--- src/rtl/gin_pkg.sv ---
// Shared definitions for the global input network feed logic.
//   gin_state_t        : sequencer states (IDLE, SCAN, STREAM, DONE)
//   NUM_OF_ROWS/COLS   : PE array geometry the ID scan chain covers
//   GIN_*_TAG_WIDTH    : default row/column tag widths
//   GIN_SCAN_LEN       : ID chain length in bits (one row ID per row,
//                        one column ID per PE)
//   ceil_div()         : integer ceiling division for elaboration-time sizing
package gin_pkg;

    typedef enum logic [1:0] {
        IDLE   = 2'd0,
        SCAN   = 2'd1,
        STREAM = 2'd2,
        DONE   = 2'd3
    } gin_state_t;

    localparam int unsigned NUM_OF_ROWS       = 12;
    localparam int unsigned NUM_OF_COLS       = 14;
    localparam int unsigned GIN_ROW_TAG_WIDTH = 4;
    localparam int unsigned GIN_COL_TAG_WIDTH = 4;

    localparam int unsigned GIN_SCAN_LEN =
        NUM_OF_ROWS * GIN_ROW_TAG_WIDTH +
        NUM_OF_ROWS * NUM_OF_COLS * GIN_COL_TAG_WIDTH;

    function automatic int unsigned ceil_div(input int unsigned num,
                                             input int unsigned den);
        return (num + den - 1) / den;
    endfunction

endpackage

--- src/rtl/gin_tag_gen.sv ---
// Row/column tag generator for the GIN tags FIFO.
// Column counts up on every advance; when it passes col_max it returns to 0
// and the row steps, the row in turn wrapping to 0 after row_max.
//   clk, reset : clock, asynchronous active-high reset
//   clear      : synchronous return to (row 0, col 0)
//   advance    : step to the next tag (one per FIFO push)
//   row_max    : last row tag
//   col_max    : last column tag
//   row_tag    : current row tag
//   col_tag    : current column tag
module gin_tag_gen
    import gin_pkg::*;
#(
    parameter int unsigned ROW_TAG_WIDTH = GIN_ROW_TAG_WIDTH,
    parameter int unsigned COL_TAG_WIDTH = GIN_COL_TAG_WIDTH
) (
    input  logic                     clk,
    input  logic                     reset,
    input  logic                     clear,
    input  logic                     advance,
    input  logic [ROW_TAG_WIDTH-1:0] row_max,
    input  logic [COL_TAG_WIDTH-1:0] col_max,
    output logic [ROW_TAG_WIDTH-1:0] row_tag,
    output logic [COL_TAG_WIDTH-1:0] col_tag
);

    always_ff @(posedge clk or posedge reset) begin
        if (reset) begin
            row_tag <= '0;
            col_tag <= '0;
        end else if (clear) begin
            row_tag <= '0;
            col_tag <= '0;
        end else if (advance) begin
            if (col_tag == col_max) begin
                col_tag <= '0;
                if (row_tag == row_max) begin
                    row_tag <= '0;
                end else begin
                    row_tag <= row_tag + ROW_TAG_WIDTH'(1);
                end
            end else begin
                col_tag <= col_tag + COL_TAG_WIDTH'(1);
            end
        end
    end

endmodule

--- src/rtl/gin_feed_ctrl.sv ---
// Sequencer feeding the GIN data/tags FIFO pair from the global buffer.
// A pass optionally shifts the ID scan chain from a configuration region
// (SCAN), then streams a data region into the data FIFO with a generated
// {col_tag,row_tag} entry pushed alongside every word (STREAM).
//   clk, reset        : clock, asynchronous active-high reset
//   start, cfg_en     : launch a pass (IDLE only), include SCAN phase
//   cfg_base          : first scan-word address
//   data_base         : first data-word address
//   num_words         : words to stream
//   row_max, col_max  : last row / column tag
//   busy, done        : pass in progress, one-cycle end-of-pass pulse
//   buf_rd_en/addr    : global buffer read port (1-cycle latency)
//   buf_rd_data       : read data, valid the cycle after buf_rd_en
//   se_id, si_id      : ID scan chain enable / serial data
//   data_out/wr_en    : data FIFO push, data_full its full flag
//   row_tag, col_tag  : tags FIFO entry, tags_wr_en push, tags_full flag
module gin_feed_ctrl
    import gin_pkg::*;
#(
    parameter int unsigned DATA_WIDTH    = 64,
    parameter int unsigned ROW_TAG_WIDTH = GIN_ROW_TAG_WIDTH,
    parameter int unsigned COL_TAG_WIDTH = GIN_COL_TAG_WIDTH,
    parameter int unsigned ADDR_WIDTH    = 16,
    parameter int unsigned SCAN_LEN      = GIN_SCAN_LEN
) (
    input  logic                     clk,
    input  logic                     reset,
    input  logic                     start,
    input  logic                     cfg_en,
    input  logic [ADDR_WIDTH-1:0]    cfg_base,
    input  logic [ADDR_WIDTH-1:0]    data_base,
    input  logic [ADDR_WIDTH-1:0]    num_words,
    input  logic [ROW_TAG_WIDTH-1:0] row_max,
    input  logic [COL_TAG_WIDTH-1:0] col_max,
    output logic                     busy,
    output logic                     done,
    output logic                     buf_rd_en,
    output logic [ADDR_WIDTH-1:0]    buf_rd_addr,
    input  logic [DATA_WIDTH-1:0]    buf_rd_data,
    output logic                     se_id,
    output logic                     si_id,
    output logic [DATA_WIDTH-1:0]    data_out,
    output logic                     data_wr_en,
    input  logic                     data_full,
    output logic [ROW_TAG_WIDTH-1:0] row_tag,
    output logic [COL_TAG_WIDTH-1:0] col_tag,
    output logic                     tags_wr_en,
    input  logic                     tags_full
);

    localparam int unsigned SCAN_WORDS = ceil_div(SCAN_LEN, DATA_WIDTH);
    localparam int unsigned WCW        = $clog2(SCAN_WORDS + 1);
    localparam int unsigned TBW        = $clog2(SCAN_LEN + 1);
    localparam int unsigned SBW        = $clog2(DATA_WIDTH + 1);

    gin_state_t               state;

    // Pass configuration captured at start
    logic [ADDR_WIDTH-1:0]    data_base_q;
    logic [ADDR_WIDTH-1:0]    num_words_q;
    logic [ROW_TAG_WIDTH-1:0] row_max_q;
    logic [COL_TAG_WIDTH-1:0] col_max_q;

    // Read / push bookkeeping
    logic [ADDR_WIDTH-1:0]    rd_addr;
    logic [ADDR_WIDTH-1:0]    reads_left;
    logic [ADDR_WIDTH-1:0]    pushes_left;
    logic                     rd_valid;
    logic                     hold_valid;
    logic [DATA_WIDTH-1:0]    hold_data;

    // Scan shifter
    logic [DATA_WIDTH-1:0]    sh_reg;
    logic [SBW-1:0]           sh_left;
    logic [TBW-1:0]           bits_left;
    logic [WCW-1:0]           words_left;

    // Tag generator interface
    logic                     tag_clear;
    logic [ROW_TAG_WIDTH-1:0] gen_row;
    logic [COL_TAG_WIDTH-1:0] gen_col;

    logic                     in_scan;
    logic                     in_stream;
    logic                     fifo_ready;
    logic                     push;
    logic                     stall_ret;
    logic [DATA_WIDTH-1:0]    push_word;
    logic                     scan_shift;
    logic                     scan_bit;
    logic                     word_last_bit;
    logic                     scan_rd;
    logic                     strm_rd;
    logic                     rd_en;

    always_comb begin
        in_scan    = (state == SCAN);
        in_stream  = (state == STREAM);
        fifo_ready = !data_full && !tags_full;

        // The held word is always older than anything in flight, and while
        // it is occupied no read is issued, so at most one of the two is live.
        push       = in_stream && (hold_valid || rd_valid) && fifo_ready;
        push_word  = hold_valid ? hold_data : buf_rd_data;
        stall_ret  = in_stream && rd_valid && !fifo_ready;

        // A freshly returned word shifts its bit 0 in the arrival cycle; the
        // rest comes from sh_reg, giving a gap-free bit stream across words.
        scan_shift    = in_scan && (rd_valid || (sh_left != '0));
        scan_bit      = rd_valid ? buf_rd_data[0] : sh_reg[0];
        word_last_bit = (rd_valid && (DATA_WIDTH == 1)) ||
                        (!rd_valid && (sh_left == SBW'(1)));

        // First scan read goes out on SCAN entry; each later one is issued
        // in the final shift cycle of the current word.
        scan_rd = in_scan && (words_left != '0) && (!scan_shift || word_last_bit);
        strm_rd = in_stream && (reads_left != '0) && !hold_valid && !stall_ret;
        rd_en   = scan_rd || strm_rd;

        tag_clear = (state == IDLE) && start;
    end

    assign busy        = (state != IDLE);
    assign done        = (state == DONE);
    assign buf_rd_en   = rd_en;
    assign buf_rd_addr = rd_en ? rd_addr : '0;
    assign se_id       = scan_shift;
    assign si_id       = scan_shift && scan_bit;
    assign data_wr_en  = push;
    assign tags_wr_en  = push;
    assign data_out    = push ? push_word : '0;
    assign row_tag     = push ? gen_row : '0;
    assign col_tag     = push ? gen_col : '0;

    always_ff @(posedge clk or posedge reset) begin
        if (reset) begin
            state       <= IDLE;
            data_base_q <= '0;
            num_words_q <= '0;
            row_max_q   <= '0;
            col_max_q   <= '0;
            rd_addr     <= '0;
            reads_left  <= '0;
            pushes_left <= '0;
            rd_valid    <= 1'b0;
            hold_valid  <= 1'b0;
            hold_data   <= '0;
            sh_reg      <= '0;
            sh_left     <= '0;
            bits_left   <= '0;
            words_left  <= '0;
        end else begin
            rd_valid <= rd_en;
            if (rd_en) begin
                rd_addr <= rd_addr + ADDR_WIDTH'(1);
            end

            case (state)
                IDLE: begin
                    if (start) begin
                        data_base_q <= data_base;
                        num_words_q <= num_words;
                        row_max_q   <= row_max;
                        col_max_q   <= col_max;
                        reads_left  <= num_words;
                        pushes_left <= num_words;
                        words_left  <= WCW'(SCAN_WORDS);
                        bits_left   <= TBW'(SCAN_LEN);
                        sh_left     <= '0;
                        hold_valid  <= 1'b0;
                        rd_addr     <= cfg_en ? cfg_base : data_base;
                        if (cfg_en) begin
                            state <= SCAN;
                        end else if (num_words != '0) begin
                            state <= STREAM;
                        end else begin
                            state <= DONE;
                        end
                    end
                end

                SCAN: begin
                    if (scan_rd) begin
                        words_left <= words_left - WCW'(1);
                    end
                    if (scan_shift) begin
                        bits_left <= bits_left - TBW'(1);
                        if (rd_valid) begin
                            sh_reg  <= buf_rd_data >> 1;
                            sh_left <= SBW'(DATA_WIDTH - 1);
                        end else begin
                            sh_reg  <= sh_reg >> 1;
                            sh_left <= sh_left - SBW'(1);
                        end
                        // The final word may be cut short; discarding its
                        // unshifted tail here is what truncates it.
                        if (bits_left == TBW'(1)) begin
                            sh_left <= '0;
                            rd_addr <= data_base_q;
                            state   <= (num_words_q != '0) ? STREAM : DONE;
                        end
                    end
                end

                STREAM: begin
                    if (strm_rd) begin
                        reads_left <= reads_left - ADDR_WIDTH'(1);
                    end
                    if (stall_ret) begin
                        hold_valid <= 1'b1;
                        hold_data  <= buf_rd_data;
                    end else if (push && hold_valid) begin
                        hold_valid <= 1'b0;
                    end
                    if (push) begin
                        pushes_left <= pushes_left - ADDR_WIDTH'(1);
                        if (pushes_left == ADDR_WIDTH'(1)) begin
                            state <= DONE;
                        end
                    end
                end

                DONE: begin
                    state <= IDLE;
                end

                default: begin
                    state <= IDLE;
                end
            endcase
        end
    end

    gin_tag_gen #(
        .ROW_TAG_WIDTH(ROW_TAG_WIDTH),
        .COL_TAG_WIDTH(COL_TAG_WIDTH)
    ) u_tag_gen (
        .clk     (clk),
        .reset   (reset),
        .clear   (tag_clear),
        .advance (push),
        .row_max (row_max_q),
        .col_max (col_max_q),
        .row_tag (gen_row),
        .col_tag (gen_col)
    );

endmodule

--- config.mk ---
export PLATFORM = sky130hd
export DESIGN_NAME = gin_feed_ctrl
export DESIGN_NICKNAME = d
export VERILOG_FILES = /design/src/rtl/gin_pkg.sv /design/src/rtl/gin_tag_gen.sv /design/src/rtl/gin_feed_ctrl.sv
export SDC_FILE = /design/constraint.sdc
export NUM_CORES = 1
export LEC_CHECK = 0
export BUFFER_PORTS_ARGS = -buffer_cell sky130_fd_sc_hd__buf_2
export CAP_MARGIN = 20
export CORE_MARGIN = 1
export CORE_UTILIZATION = 54
export CTS_BUF_LIST = sky130_fd_sc_hd__clkbuf_8 sky130_fd_sc_hd__clkbuf_16
export CTS_CLUSTER_DIAMETER = 40
export DETAILED_ROUTE_END_ITERATION = 12
export PLACE_DENSITY = 0.87
export SETUP_SLACK_MARGIN = 0.02
export SLEW_MARGIN = 15
export SYNTH_ARGS = -nofsm -noshare
export SYNTH_HDL_FRONTEND = slang
export SYNTH_SLANG_ARGS = --single-unit
--- constraint.sdc ---
create_clock -name clk -period 11.45 [get_ports clk]
set_input_delay 2.29 -clock clk [delete_from_list [all_inputs] [get_ports clk]]
set_output_delay 2.29 -clock clk [all_outputs]
set_load 0.02 [all_outputs]
==> results of run 1 <==
-- metal layers --
layer | share of wire [%] | vias up | routed length [um] | track usage (%)
met4 | 2.1 | 2 | 635 | 7.983
met3 | 6.7 | 61 | 2058 | 4.681
li1 | - | 4874 | - | -
met1 | 43 | 5059 | 13350 | 32.38
met2 | 48 | 415 | 14760 | 43.15
met5 | 0.032 | - | 10 | 0
-- cell families after synthesis --
| kind of cell | share of synthesized area, % |
|---|---|
| xor+xnor | 1.961 |
| simple gates | 13.79 |
| mux | 20.66 |
| compound gates | 10.85 |
| fa+ha+maj | 1.642 |
| flops | 47.90 |
| buf+inv | 3.197 |
-- through the flow --
| stage | cells | worst slack (ns) |
|---|---|---|
| 2_1_floorplan | 1259 | 2.345 |
| 3_3_place_gp | 1729 | 5.196 |
| 3_5_place_dp | 1729 | 5.149 |
| 4_1_cts | 1797 | 5.124 |
| 5_1_grt | 1798 | 5.047 |
| 6_report | 1798 | 5.138 |
-- synth_stat cells, types with 2 or more instances --
| library cell | n |
|---|---|
| o32ai_1 | 2 |
| nor4b_1 | 2 |
| o22a_1 | 23 |
| nand4_1 | 14 |
| a41oi_1 | 8 |
| and3_1 | 4 |
| xnor2_1 | 14 |
| nor3_2 | 2 |
| a21o_1 | 2 |
| xor2_1 | 15 |
| and2_1 | 24 |
| ha_1 | 17 |
| inv_2 | 3 |
| mux2i_1 | 147 |
| o22ai_1 | 3 |
| or3b_2 | 2 |
| a21oi_1 | 48 |
| nand2b_1 | 5 |
| or3_1 | 11 |
| o31a_1 | 2 |
| o21a_1 | 4 |
| dfrtp_1 | 248 |
| or4_1 | 3 |
| o31ai_1 | 7 |
| buf_1 | 10 |
| nor2b_1 | 6 |
| and4_1 | 4 |
| nor4_1 | 12 |
| nand3b_1 | 3 |
| nand3_1 | 21 |
| inv_1 | 24 |
| a31oi_1 | 11 |
| o21ai_1 | 4 |
| o221ai_1 | 8 |
| o21ai_0 | 97 |
| nor3_1 | 16 |
| nand2_1 | 111 |
| o41ai_1 | 2 |
| nor2_1 | 121 |
| buf_2 | 7 |
| a32o_1 | 2 |
| a31o_2 | 2 |
| mux2_2 | 106 |
| or2_2 | 4 |
| clkbuf_1 | 62 |
-- cell type report --
cell class | count | area, um2
fill | 1758 | 7945
multi-input combinational | 904 | 6347
tap | 319 | 399.1
sequential | 248 | 6213
inverter | 27 | 108.9
timing repair buffer | 232 | 1211
clock inverter | 27 | 244.0
clock buffer | 41 | 1003
-- worst reg2reg max path, cell delays in order (launching register included) --
cell,delay [ns]
dfrtp_1,0.40
inv_1,0.10
ha_2,0.17
buf_4,0.62
nand3b_1,0.28
o21a_1,0.35
inv_2,0.35
ha_1,0.34
mux2_2,0.27
a221o_1,0.29
-- worst min path at each step --
stage | startpoint | end | slack, ns | cells after the start
floorplan | sh_reg[62]$_DFFE_PP0P_ | sh_reg[62]$_DFFE_PP0P_ | 0.44 | 2
global route | sh_reg[7]$_DFFE_PP0P_ | sh_reg[7]$_DFFE_PP0P_ | 0.50 | 2
finish | data_base_q[1]$_DFFE_PP0P_ | rd_addr[1]$_DFF_PP0_ | 0.47 | 2
global placement | sh_reg[62]$_DFFE_PP0P_ | sh_reg[62]$_DFFE_PP0P_ | 0.45 | 2
detailed placement | data_base_q[6]$_DFFE_PP0P_ | rd_addr[6]$_DFF_PP0_ | 0.47 | 2
CTS | data_base_q[1]$_DFFE_PP0P_ | rd_addr[1]$_DFF_PP0_ | 0.48 | 2
-- power by group --
group          total (uW)  internal (uW)  switching (uW)
registers            1610           1290             323
logic                1530            690             838
clock network        1120            688             430
==> impl_metrics.py, run 1 <==
metrics = {
    "run_status": {
        "outcome": "complete, no violations",
    },
    "clocking": {
        "cts_buffer_depth": 3,
        "hold_buffers": 0,
        "cts.repair.resized": 0,
        "cts.sinks": 248,
        "clockRootBuffer": "clkbuf_16",
        "clk_latency_ns": 0.51,
        "cts_buffers": 37,
        "clk_pin_slew_ns": 0.05,
        "postCtsSetupRepairBufs": 0,
        "tritoncts": "built",
        "htreeDepth": 2,
    },
    "min_path": {
        "hold_path_class": "register to register",
    },
    "setup_path": {
        "r2r-end": "rd_addr[0]$_DFF_PP0_",
        "path_max_fanout": 28,
        "path_delay_family": "compound AO/OA/AOI/OAI gates",
        "endpoint": "buf_rd_addr[0]",
        "r2r_start": "state[0]$_DFFE_PP0P_",
        "worst-path-stages": 7,
        "worst_path_max_delay_cell": "o21a_1",
        "endpoint_kind": "primary output",
        "worst-path-buf-inv": 3,
        "required_ns": 9.16,
        "critPathLaunchType": "primary input",
        "crit_start": "data_full",
        "critPathArrivalTime_ns": 4.02,
        "reg2reg_depth": 9,
        "path_common_cell": "buf_2",
        "path_class": "primary input to primary output",
        "critPathMaxStageDelay_ns": 0.35,
        "path_cells": "buf_2, o21ai_0, nand3b_1, o21a_1, inv_2, ha_1, buf_2",
        "r2r_setup_slack_ns": 8.13,
    },
    "place": {
        "hpwl_mm": 20.27,
        "placed_area_um2": 14250,
        "gp_congestion": 0.8649,
        "io_buffers": 220,
    },
    "synthesis": {
        "syn_nets": 1402,
        "syn_avg_cell_area_um2": 10.29,
        "async_flop_share_pct": 100.0,
        "ys_types": 61,
        "syn_inst": 1259,
        "yosys_warnings": 0,
        "synth_top_area_share_pct": 47.90,
        "ys_seq_area_share_pct": 47.90,
        "yosys-top-cells-area": "dfrtp_1 (48%), mux2i_1 (11%), mux2_2 (9.2%)",
        "synth_top_cell_by_area": "dfrtp_1",
        "syn_area_um2": 12950,
        "ys_ff_latch": 248,
        "synth-main-ff-cell": "dfrtp_1",
        "synth_edf_count": 0,
    },
    "timing": {
        "slew_viol_final": 0,
        "maxSlewHeadroom_pct": 31.35,
        "timing.fmax_mhz": 158.4,
        "hold_viol": 0,
        "worstMarginPinSlew_ns": 1.030,
        "timing.hold.ws_ns": 0.4749,
        "fin_tns_setup_ns": 0,
        "rsz0062_at_grt": "no",
        "setup_viol": 0,
        "finalCritPeriodShare_pct": 55.13,
        "period_needed_ns": 6.312,
        "skew_ns": 0.02432,
    },
    "finish": {
        "drive_gt1_share_pct": 29.01,
        "mostFrequentLayoutCells": "dfrtp_1 (246), buf_2 (220), mux2i_1 (147)",
        "largest_register_ffs": 64,
        "final_nets": 1593,
        "final_common_cell": "dfrtp_1",
        "area_growth_pct": 19.86,
        "antenna_cells": 0,
        "utilization_pct": 66.15,
        "final_area_um2": 15530,
    },
    "power": {
        "power.density_nw_per_um2": 274.2,
        "p_leak_uw": 0.006945,
        "p_total_uw": 4258,
        "ir_drop_uv": 170.8,
    },
    "die": {
        "initial_utilization_pct": 55.19,
        "core_area_um2": 23470,
        "dieArea_um2": 24610,
        "core.rowCount": 56,
        "die_x_um": 156.9,
        "io_pins": 221,
        "dieHeight_um": 156.9,
    },
    "drt": {
        "drc": 0,
        "ant_nets": 0,
        "wl_per_cell_um": 17.14,
        "num_vias": 10411,
        "drt-initial-drc-count": 762,
        "wirelength_mm": 30.81,
        "dr.pass1.iters": 6,
        "viasPerCell": 5.790,
    },
    "grt": {
        "grt.total_usage_pct": 25.25,
        "grt_pass1_vias": 10049,
        "grt_max_degree": 130,
        "antenna_found_initial": 1,
        "grt_pass1_wl_mm": 49.69,
        "grt_overflow": 0,
    },
    "run": {
        "maxCapViolCount": 0,
    },
}
No activity file was read; power rests on OpenSTA's default activity.
==> run 2: changes to the inputs <==
- ABC_AREA: not set -> 1
- clock period: 11.45 -> 6.5 ns (I/O delays scaled with it)
==> impl_metrics.py, run 2 <==
metrics = {
    "timing": {
        "rsz0062_at_grt": "no",
        "skew_ns": 0.02357,
        "hold_viol": 0,
        "setup_viol": 0,
        "fin_tns_setup_ns": 0,
        "worstMarginPinSlew_ns": 0.9109,
        "finalCritPeriodShare_pct": 70.70,
        "period_needed_ns": 4.595,
        "timing.hold.ws_ns": 0.4845,
        "maxSlewHeadroom_pct": 39.20,
        "slew_viol_final": 0,
        "timing.fmax_mhz": 217.6,
    },
    "grt": {
        "grt_pass1_wl_mm": 59.14,
        "grt.total_usage_pct": 27.40,
        "grt_max_degree": 140,
        "grt_overflow": 0,
        "antenna_found_initial": 1,
        "grt_pass1_vias": 12390,
    },
    "clocking": {
        "clockRootBuffer": "clkbuf_16",
        "clk_pin_slew_ns": 0.06,
        "htreeDepth": 2,
        "clk_latency_ns": 0.52,
        "postCtsSetupRepairBufs": 0,
        "cts.sinks": 248,
        "cts_buffer_depth": 3,
        "cts.repair.resized": 0,
        "hold_buffers": 0,
        "tritoncts": "built",
        "cts_buffers": 39,
    },
    "synthesis": {
        "synth_mux_area_share_pct": 0.08120,
        "syn_avg_cell_area_um2": 7.094,
        "synth.most_common_cell": "nand2_1",
        "synth_common_cells": "nand2_1 (545), nor2_1 (319), dfrtp_1 (248)",
        "ys_ff_latch": 248,
        "syn_area_um2": 13870,
        "synth-main-ff-cell": "dfrtp_1",
        "synth_top_cell_by_area": "dfrtp_1",
        "synth_top_area_share_pct": 44.75,
        "synthSimpleGateAreaFrac_pct": 28.39,
        "yosys_warnings": 0,
        "synth_compound_area_share_pct": 13.39,
        "syn_inst": 1955,
        "synth_xor_area_share_pct": 2.147,
        "syn_nets": 2098,
        "synth_edf_count": 0,
        "synth_top_family_by_area": "simple AND/OR/NAND/NOR gates",
        "synth-adder-area-share_pct": 1.534,
        "yosys-top-cells-area": "dfrtp_1 (45%), nand2_1 (15%), nor2_1 (8.6%)",
        "async_flop_share_pct": 100.0,
        "ys_types": 39,
        "ys_seq_area_share_pct": 44.75,
    },
    "die": {
        "core.rowCount": 58,
        "io_pins": 221,
        "core_area_um2": 25180,
        "dieHeight_um": 162.3,
        "dieArea_um2": 26330,
        "initial_utilization_pct": 55.07,
        "die_x_um": 162.3,
    },
    "min_path": {
        "holdPathStages": 2,
        "hold_path_class": "register to register",
    },
    "power": {
        "power.density_nw_per_um2": 491.7,
        "p_total_uw": 8085,
        "ir_drop_uv": 352.1,
        "p_leak_uw": 0.008711,
    },
    "drt": {
        "viasPerCell": 5.368,
        "ant_nets": 0,
        "dr.pass1.iters": 5,
        "wl_per_cell_um": 14.41,
        "num_vias": 13362,
        "drt-initial-drc-count": 1261,
        "drc": 0,
        "wirelength_mm": 35.87,
    },
    "setup_path": {
        "critPathMaxStageDelay_ns": 0.45,
        "path_cells": "inv_1, ha_1, buf_4, inv_2, nor2_1, nand2_2, buf_4, nor2_1, buf_2",
        "critPathLaunchType": "register",
        "worst_path_max_delay_cell": "buf_4",
        "critPathArrivalTime_ns": 3.30,
        "endpoint_kind": "primary output",
        "path_class": "register to primary output",
        "required_ns": 5.20,
        "reg2reg_depth": 12,
        "path_max_fanout": 47,
    },
    "place": {
        "hpwl_mm": 24.12,
        "gp_congestion": 0.9056,
        "io_buffers": 220,
    },
    "run_status": {
        "outcome": "complete, no violations",
    },
    "finish": {
        "utilization_pct": 65.30,
        "area_growth_pct": 18.57,
        "final_nets": 2272,
        "mostFrequentLayoutCells": "nand2_1 (544), nor2_1 (319), dfrtp_1 (246)",
        "fillers": 2079,
        "drive_gt1_share_pct": 15.38,
        "final_common_cell": "nand2_1",
        "largest_register_ffs": 64,
    },
    "run": {
        "maxCapViolCount": 0,
    },
}
[run 2: cell count changes after synthesis, moves of 12 or more]
| cell | change |
|---|---|
| a21oi_1 | +48 |
| a31oi_1 | +50 |
| and2_1 | -24 |
| inv_1 | +191 |
| mux2_2 | -105 |
| mux2i_1 | -147 |
| nand2_1 | +434 |
| nand3_1 | +47 |
| nor2_1 | +198 |
| nor4_1 | -12 |
| o21ai_0 | +69 |
| o22a_1 | -23 |
[run 2: final timing paths]
path | startpoint | endpoint | slack, ns
setup / recovery | state[0]$_DFFE_PP0P_ | data_out[3] | 1.90
hold / removal | hold_data[59]$_DFFE_PP0P_ | hold_data[59]$_DFFE_PP0P_ | 0.48
setup reg to reg | state[0]$_DFFE_PP0P_ | pushes_left[10]$_DFFE_PP0P_ | 3.09
hold reg to reg | hold_data[59]$_DFFE_PP0P_ | hold_data[59]$_DFFE_PP0P_ | 0.48
max in group asynchronous | reset | u_tag_gen.col_tag[1]$_DFFE_PP0P_ | 4.25
min in group asynchronous | reset | hold_data[21]$_DFFE_PP0P_ | 0.95
[run 2: cell families (layout without fill, tap and decap cells)]
group / after synthesis / count (layout)
flip-flops: 248 / 248
AND/OR/NAND/NOR: 982 / 982
XOR/XNOR: 34 / 34
adder cells (fa/ha/maj): 17 / 17
multiplexers: 1 / 1
buffers and inverters: 325 / 528
other: 0 / 1
AO/OA/AOI/OAI: 348 / 348
[run 2: cell type report]
| type | count | area [um2] | area share [%] |
|---|---|---|---|
| Clock inverter | 25 | 289.0 | 1.758 |
| Tap cell | 330 | 412.9 | 2.511 |
| Multi-Input combinational cell | 1382 | 6331 | 38.50 |
| Antenna cell | 1 | 2.502 | 0.01522 |
| Sequential cell | 248 | 6211 | 37.77 |
| Timing Repair Buffer | 233 | 1264 | 7.685 |
| Inverter | 225 | 852.1 | 5.182 |
| Clock buffer | 45 | 1081 | 6.574 |
[run 2: per-layer routing]
| metal | GRT usage (%) | up-vias | share of wire [%] |
|---|---|---|---|
| met4 | 9.262 | 2 | 2.9 |
| li1 | - | 6515 | - |
| met1 | 36.60 | 6207 | 43 |
| met3 | 4.469 | 91 | 7.1 |
| met5 | 0 | - | 0.036 |
| met2 | 45.24 | 547 | 47 |
[run 2: per-stage QoR]
stage | worst slack, ns | cell area, um2 | std cells
final | 1.905 | 16440 | 2489
after global routing | 1.647 | 16440 | 2488
after CTS | 1.912 | 16370 | 2485
after detailed placement | 2.185 | 15000 | 2415
after global placement | 2.280 | 15000 | 2415
after floorplan | 1.940 | 13870 | 1955
[run 2: power breakdown]
part           total [uW]  internal (uW)  leakage [uW]  switching (uW)
combinational        3170           1070       0.00506            2100
clock                2160           1400      0.000677             763
sequential           2750           2240       0.00298             512
total                8080           4710       0.00871            3380
[run 2: worst max-delay path, delay by kind of cell (launching register included)]
family	cells	cell delay (ns)
adder cells (fa/ha/maj)	1	0.15
AND/OR/NAND/NOR	3	0.75
flip-flops	1	0.41
buffers and inverters	5	1.45
